## src/rtl/ni_packet_sender.sv

```systemverilog
// rtl/ni_packet_sender.sv - Phoenix NoC local-port packet transmitter
//
// Sends one packet per accepted request into the router local input port:
// header flit (destination XY), size flit, then N payload flits passed
// straight through from the IP core, all under the router credit handshake.
//
// Ports:
//   i_clk, i_rst          clock, synchronous active-high reset
//   i_start               packet request, sampled only when idle
//   i_dest, i_size        destination XY address and payload count, latched on start
//   i_payload(_valid)     payload flit from the IP core
//   o_payload_ready       payload flit consumed this cycle if valid
//   o_tx, o_data_out      flit towards the router local port
//   i_credit              router local buffer accepts a flit this cycle
//   o_busy, o_done        packet in progress / one-cycle completion pulse
//   o_self                latched destination equals this node's address
//   o_pkt_count           completed packets, wrapping
module ni_packet_sender #(
    parameter int                  TAM_FLIT = 16,
    parameter logic [TAM_FLIT-1:0] adress   = '0
) (
    input  logic                i_clk,
    input  logic                i_rst,
    input  logic                i_start,
    input  logic [TAM_FLIT-1:0] i_dest,
    input  logic [TAM_FLIT-1:0] i_size,
    input  logic [TAM_FLIT-1:0] i_payload,
    input  logic                i_payload_valid,
    output logic                o_payload_ready,
    output logic                o_tx,
    output logic [TAM_FLIT-1:0] o_data_out,
    input  logic                i_credit,
    output logic                o_busy,
    output logic                o_done,
    output logic                o_self,
    output logic [15:0]         o_pkt_count
);

    typedef enum logic [2:0] {
        S_IDLE,
        S_HEADER,
        S_SIZE,
        S_PAYLOAD,
        S_DONE
    } state_t;

    state_t              state;
    logic [TAM_FLIT-1:0] dest_q;
    logic [TAM_FLIT-1:0] size_q;
    logic [TAM_FLIT-1:0] remaining_q;
    logic [15:0]         pkt_count_q;
    logic                flit_xfer;

    // Flit-side outputs are combinational so payload flits pass through
    // without a bubble; none of them depends on i_start.
    always_comb begin
        o_tx            = 1'b0;
        o_data_out      = '0;
        o_payload_ready = 1'b0;
        case (state)
            S_HEADER: begin
                o_tx       = 1'b1;
                o_data_out = dest_q;
            end
            S_SIZE: begin
                o_tx       = 1'b1;
                o_data_out = size_q;
            end
            S_PAYLOAD: begin
                o_tx            = i_payload_valid;
                o_data_out      = i_payload;
                o_payload_ready = i_credit;
            end
            default: ;
        endcase
    end

    // In PAYLOAD this is also the payload consumption event.
    assign flit_xfer = o_tx && i_credit;

    always_ff @(posedge i_clk) begin
        if (i_rst) begin
            state       <= S_IDLE;
            dest_q      <= '0;
            size_q      <= '0;
            remaining_q <= '0;
            pkt_count_q <= '0;
        end else begin
            case (state)
                S_IDLE: begin
                    if (i_start) begin
                        dest_q      <= i_dest;
                        size_q      <= i_size;
                        remaining_q <= i_size;
                        state       <= S_HEADER;
                    end
                end
                S_HEADER: begin
                    if (flit_xfer) state <= S_SIZE;
                end
                S_SIZE: begin
                    if (flit_xfer) state <= (size_q != '0) ? S_PAYLOAD : S_DONE;
                end
                S_PAYLOAD: begin
                    // remaining_q is at least 1 here, so the decrement cannot wrap.
                    if (flit_xfer) begin
                        remaining_q <= remaining_q - TAM_FLIT'(1);
                        if (remaining_q == TAM_FLIT'(1)) state <= S_DONE;
                    end
                end
                S_DONE: begin
                    pkt_count_q <= pkt_count_q + 16'd1;
                    state       <= S_IDLE;
                end
                default: state <= S_IDLE;
            endcase
        end
    end

    assign o_busy      = (state != S_IDLE);
    assign o_done      = (state == S_DONE);
    assign o_self      = o_busy && (dest_q == adress);
    assign o_pkt_count = pkt_count_q;

endmodule

```

## config.mk

```make
export PLATFORM = sky130hd
export DESIGN_NAME = ni_packet_sender
export DESIGN_NICKNAME = d
export VERILOG_FILES = /design/src/rtl/ni_packet_sender.sv
export SDC_FILE = /design/constraint.sdc
export NUM_CORES = 1
export LEC_CHECK = 0
export ABC_AREA = 0
export ABC_CLOCK_PERIOD_IN_PS = 2500
export CORE_MARGIN = 3
export CORE_UTILIZATION = 63
export DETAILED_ROUTE_END_ITERATION = 10
export DONT_BUFFER_PORTS = 1
export PLACE_DENSITY = 0.79
export SLEW_MARGIN = 20
export SYNTH_ARGS = -nofsm -noshare
export SYNTH_HDL_FRONTEND = slang
export SYNTH_SLANG_ARGS = --single-unit
```

## constraint.sdc

```tcl
create_clock -name i_clk -period 2.5 [get_ports i_clk]
set_clock_uncertainty 0.2 [all_clocks]
set_input_delay 0.5 -clock i_clk [delete_from_list [all_inputs] [get_ports i_clk]]
set_output_delay 0.5 -clock i_clk [all_outputs]
set_load 0.02 [all_outputs]
```

## Yosys cells after proc, flatten, opt, wreduce, memory -nomap -nowiden

Index checks and enable logic that the tools add are counted.

- Register bits: 67
- Latch bits: 0
- Memory bits (writable): 0
- Bits in read-only memories: 0
- Bits of input ports: 53
- Output and inout port bits: 37
- Logic and storage cells: 41
- Memories: 0

- Add/sub/neg operators: 2
- $mul: 0
- Div/mod/pow operators: 0
- Magnitude comparators: 0
- Eq/ne operators: 10
- Shift operators: 0
- Muxes and demuxes: 13
- Bitwise operators: 0
- Reductions and logical operators: 11

Operators with widths:

| operator | number |
|---|---|
| 16-bit case mux with 3 select lines | 1 |
| 16-bit two-way mux | 2 |
| 16-bit case mux with 2 select lines | 1 |
| 3-bit two-way mux | 6 |
| 16-bit by 1-bit adder with 16-bit output, second input constant | 1 |
| 16-bit by 1-bit == test with 1-bit output, second input constant | 1 |
| 16-bit zero test | 1 |
| 16-bit nonzero test | 1 |
| 16-bit by 1-bit subtractor with 16-bit output, second input constant | 1 |
| 3-bit case mux with 4 select lines | 1 |
| 2-bit inequality test, second input constant | 5 |
| 3-bit by 2-bit == test with 1-bit output, second input constant | 2 |
| 5-bit AND reduction | 1 |
| 3-bit by 1-bit == test with 1-bit output, second input constant | 1 |
| 3-bit == test, second input constant | 1 |
| 3-bit zero test | 1 |
| 3-bit AND reduction | 1 |
| 3-bit nonzero test | 1 |
| 1-bit logical AND | 2 |
| 1-bit case mux with 2 select lines | 1 |
| 2-bit AND reduction | 1 |
| 2-bit nonzero test | 1 |
| 2-bit OR reduction | 1 |
| 1-bit two-way mux | 1 |

## Depth between registers and ports, before layout

- Word-level depth: 6
- Depth in mapped cells: 7
- Depth with buffers taken out: 7

## Least setup slack after synthesis

Ideal clock, no wire load.

- Path kind: register to output
- From: reg state[1]
- To: out o_tx
- Arrival time: 1,741 ps
- Data required time: 1,800 ps
- Path slack: 59 ps
- Cell stages (with the launch flop): 6
- Path buffers: 3
- Path through: dfxtp_1 clkbuf_1 buf_2 clkbuf_1 nor2_1 a211oi_1

- Word-level cells in the longest chain between the ends: 3
- Elaborated cells on any way between the ends: 5
- Classes of those cells: 3 x eq/ne; 1 x mux; 1 x reduce/logical

Ends and longest elaborated chain:

| item | RTL line | RTL |
|---|---|---|
| from (decl) | 47 | `state_t state;` |
| from (signal assigned) | 102 | `if (flit_xfer) state <= (size_q != '0) ? S_PAYLOAD : S_DONE;` |
| 3-bit by 2-bit == test with 1-bit output or 3-bit by 1-bit == test with 1-bit output (tied branches) | 60 | `case (state)` |
| 2-bit OR reduction (no source line) | - |  |
| 1-bit case mux with 2 select lines * | 60 |  |
| to (decl) | 30 | `output logic o_tx,` |

Every way passes the cells marked *; elsewhere a longest branch is shown, timed or not.

## Final worst setup path

- From: reg dest_q[15]
- To: out o_self

- Word-level cells in the longest chain between the ends: 2

Ends and longest elaborated chain:

| item | RTL line | RTL |
|---|---|---|
| from (decl) | 48 | `logic [TAM_FLIT-1:0] dest_q;` |
| from (signal assigned) | 92 | `dest_q <= i_dest;` |
| 16-bit zero test | 122 | `assign o_self = o_busy && (dest_q == adress);` |
| 1-bit logical AND | 122 |  |
| to (decl) | 35 | `output logic o_self,` |

Every way passes these cells.

==> results.yml <==
clocking:
  clkSinkCount: 67
  clockRootBuffer: "sky130_fd_sc_hd__clkbuf_8"
  clock_insertion_delay_worst_skew_ps: 350
  cts_made_buffers: 9
  clk_pin_slew_ps: 70
  tritoncts: "built"
  max-clock-path-buffers: 2
  htree_levels: 3
power:
  peakVddDrop_mv: 0.555
  p_leak_uw: 0.00148
  power_density_nw_per_um2: 1090
setup_path:
  reg2reg_to: "remaining_q[10]"
  r2r_slack_ps: 140
  startpoint_type_of_the_worst_setup_path: "register"
  critical_path_data_arrival_time_ps: 1680
  critical_path.max_fanout: 3
  timing_worst_setup_path_type: "register to primary output"
  worst-r2r-cell-count: 7
  critical-path-slowest-cell: "sky130_fd_sc_hd__or4_1"
  cp_cell_sequence: "or4_1 > nor4_2 > buf_4"
  critPathMaxStageDelay_ps: 550
  critPathCaptureType: "primary output"
  worst-endpoint-required_ps: 1800
  regToRegStartpoint: "remaining_q[0]"
sta:
  finalHoldViolCount: 0
  finalSetupViolations: 0
  tightestPinTransition_ps: 549
  final.hold.worst_slack_ps: 13.3
  timing.final.crit_period_ps: 2380
  finalSetupTns_ps: 0
  post-route-period-util_pct: 95.4
  slew-limit-headroom_pct: 63.1
  fmax_mhz: 419
  drv_slew: 0
  grt_setup_unrepaired: "no"
global_route:
  first_global_vias: 2984
  overflow: 0
  grt_antenna_before_repair: 0
  grt_first_pass_wirelength_mm: 14.1
  grt_start_max_net_pins: 70
  grt_util_all_layers_pct: 27.8
route:
  detail_route.drc_violations: 0
  wl_per_cell_um: 16.5
  route.vias.total: 3393
  drt_iter0_markers: 208
  route.antenna.remaining_nets: 0
  drt_pre_antenna_iters: 5
  avgViaCountPerCell: 6.24
  wirelength_mm: 8.98
yosys:
  netlist_area_um2: 3510
  synth_enable_flop_cells: 0
  ys_seq_area_share_pct: 38.2
  async_reset_ff_share_pct: 0
  synth.avg_cell_area_um2: 7.57
  ys_warn_count: 0
  syn_inst: 463
  synth_flop_cell: "sky130_fd_sc_hd__dfxtp_1"
  yosys_register_bits: 67
  synth.distinct_cells: 54
  syn_nets: 519
cells_and_area:
  num-nets-final: 525
  utilization_after_layout_pct: 75.4
  layout_common_cells: "sky130_fd_sc_hd__nand2_1 (86), sky130_fd_sc_hd__nor2_1 (69), sky130_fd_sc_hd__dfxtp_1 (65), sky130_fd_sc_hd__a21oi_1 (41), sky130_fd_sc_hd__buf_4 (23)"
  drive_gt1_share_pct: 11.6
  num_antenna_cells: 0
  leading_cell_type_in_the_layout_fill_and_taps_excluded: "sky130_fd_sc_hd__nand2_1"
  fill_cells: 393
  area_growth_pct: 12.7
flow_run:
  max-cap-violations: 0
placement:
  post-dp-hpwl_mm: 6.33
  numPortBuffers: 0
  gp_congestion: 0.842
status:
  outcome: "finished, final reports clean"
hold_path:
  min_path_cells: 1
  hold-path-endpoint: "remaining_q[4]"
  worst_hold_path_type: "primary input to register"
  min-delay-start: "i_rst"
floorplanning:
  die-height_um: 80.6
  die-area_um2: 6500
  pin_count: 90
  die_boundary_width_um: 80.6
  core-area_um2: 5240
  core.rowCount: 26
  initial_utilization_pct: 67.0
-- routing by layer --
layer	GRT usage, %	vias to the layer above	part of all wire (%)	wire, µm
li1	-	1638	-	-
met1	33.5	1572	42	3730
met2	45.6	165	47	4220
met3	8.41	18	9.7	871
met4	11.7	0	1.7	157
met5	0	-	0	0
-- state kept, by name, indices dropped and copies added (netlist names) --
register     cells
size_q          16
state            3
remaining_q     16
dest_q          16
o_pkt_count     16
-- cell type report --
class	instances	area, µm²	area share, %
multi-input combinational	356	2010	51.0
timing repair buffer	26	210	5.32
sequential	67	1350	34.1
inverter	9	36.3	0.918
tap	70	87.6	2.22
clock inverter	5	125	3.17
clock buffer	11	131	3.32
-- cell usage after synthesis, drive strengths merged (3+ instances only) --
master | number | area share, %
o21ai | 13 | 1.9
buf | 9 | 1.2
xor2 | 11 | 2.7
a31oi | 21 | 3.7
xnor2 | 4 | 1.0
inv | 9 | 0.96
ha | 3 | 1.1
a21o | 3 | 0.68
and3 | 3 | 0.54
nor2 | 70 | 7.7
nand4 | 8 | 1.4
clkbuf | 22 | 2.4
or4 | 4 | 0.86
a22oi | 8 | 1.7
dfxtp | 67 | 38
nand3 | 9 | 1.3
nor4 | 12 | 2.9
o31ai | 4 | 1.0
nor3 | 7 | 1.0
nand2 | 86 | 9.2
a21oi | 41 | 5.9
mux2i | 19 | 5.4
-- per-stage QoR --
stage | total power [µW] | instance area, µm² | setup WS [ps] | instances
final | 4300 | 3950 | 116 | 544
after CTS | 4260 | 3930 | 41.0 | 542
after detailed placement | 3080 | 3660 | 184 | 526
after global placement | 3040 | 3660 | 239 | 526
after floorplan | 2700 | 3510 | 59.1 | 463
after global routing | 4550 | 3950 | 20.7 | 544
-- worst max-delay path: cells and delay by family (launching register included) --
| family | cells | cell delay [ps] |
|---|---|---|
| buffers and inverters | 1 | 190 |
| flip-flops | 1 | 350 |
| AND/OR/NAND/NOR | 2 | 790 |
-- cell families after synthesis --
family	count (synthesis)	share of synthesized area, %
AOI/OAI and AO/OA	104	18.0
xor gates and xnor gates	15	3.75
adders and majority gates	3	1.07
buffers and inverters	40	4.50
DFF	67	38.2
muxes	19	5.42
and+or+nand+nor	215	29.0
-- how the worst max path moves through the flow --
| stage | startpoint | end | slack (ps) | cells past startpoint |
|---|---|---|---|---|
| floorplan | state[1] | o_tx | 60 | 5 |
| detailed placement | remaining_q[0] | remaining_q[10] | 180 | 7 |
| finish | dest_q[15] | o_self | 120 | 3 |
| CTS | dest_q[15] | o_self | 40 | 3 |
| global placement | remaining_q[0] | remaining_q[10] | 240 | 7 |
| global route | dest_q[15] | o_self | 20 | 3 |
-- repair_timing --
action / CTS / global route
setup endpoints to repair: 4 / 6
resized for setup: 2 / 2
hold endpoints to repair: 0 / 1
setup buffers: 0 / 1
pin swaps: 0 / 1
hold buffers: 0 / 1
-- report_power, final --
group          switching (µW)  internal [µW]  total [µW]
Sequential                234           1250        1480
Combinational             991            652        1640
Clock                     408            763        1170
Total                    1630           2660        4300
(Power assumes the default switching activity.)
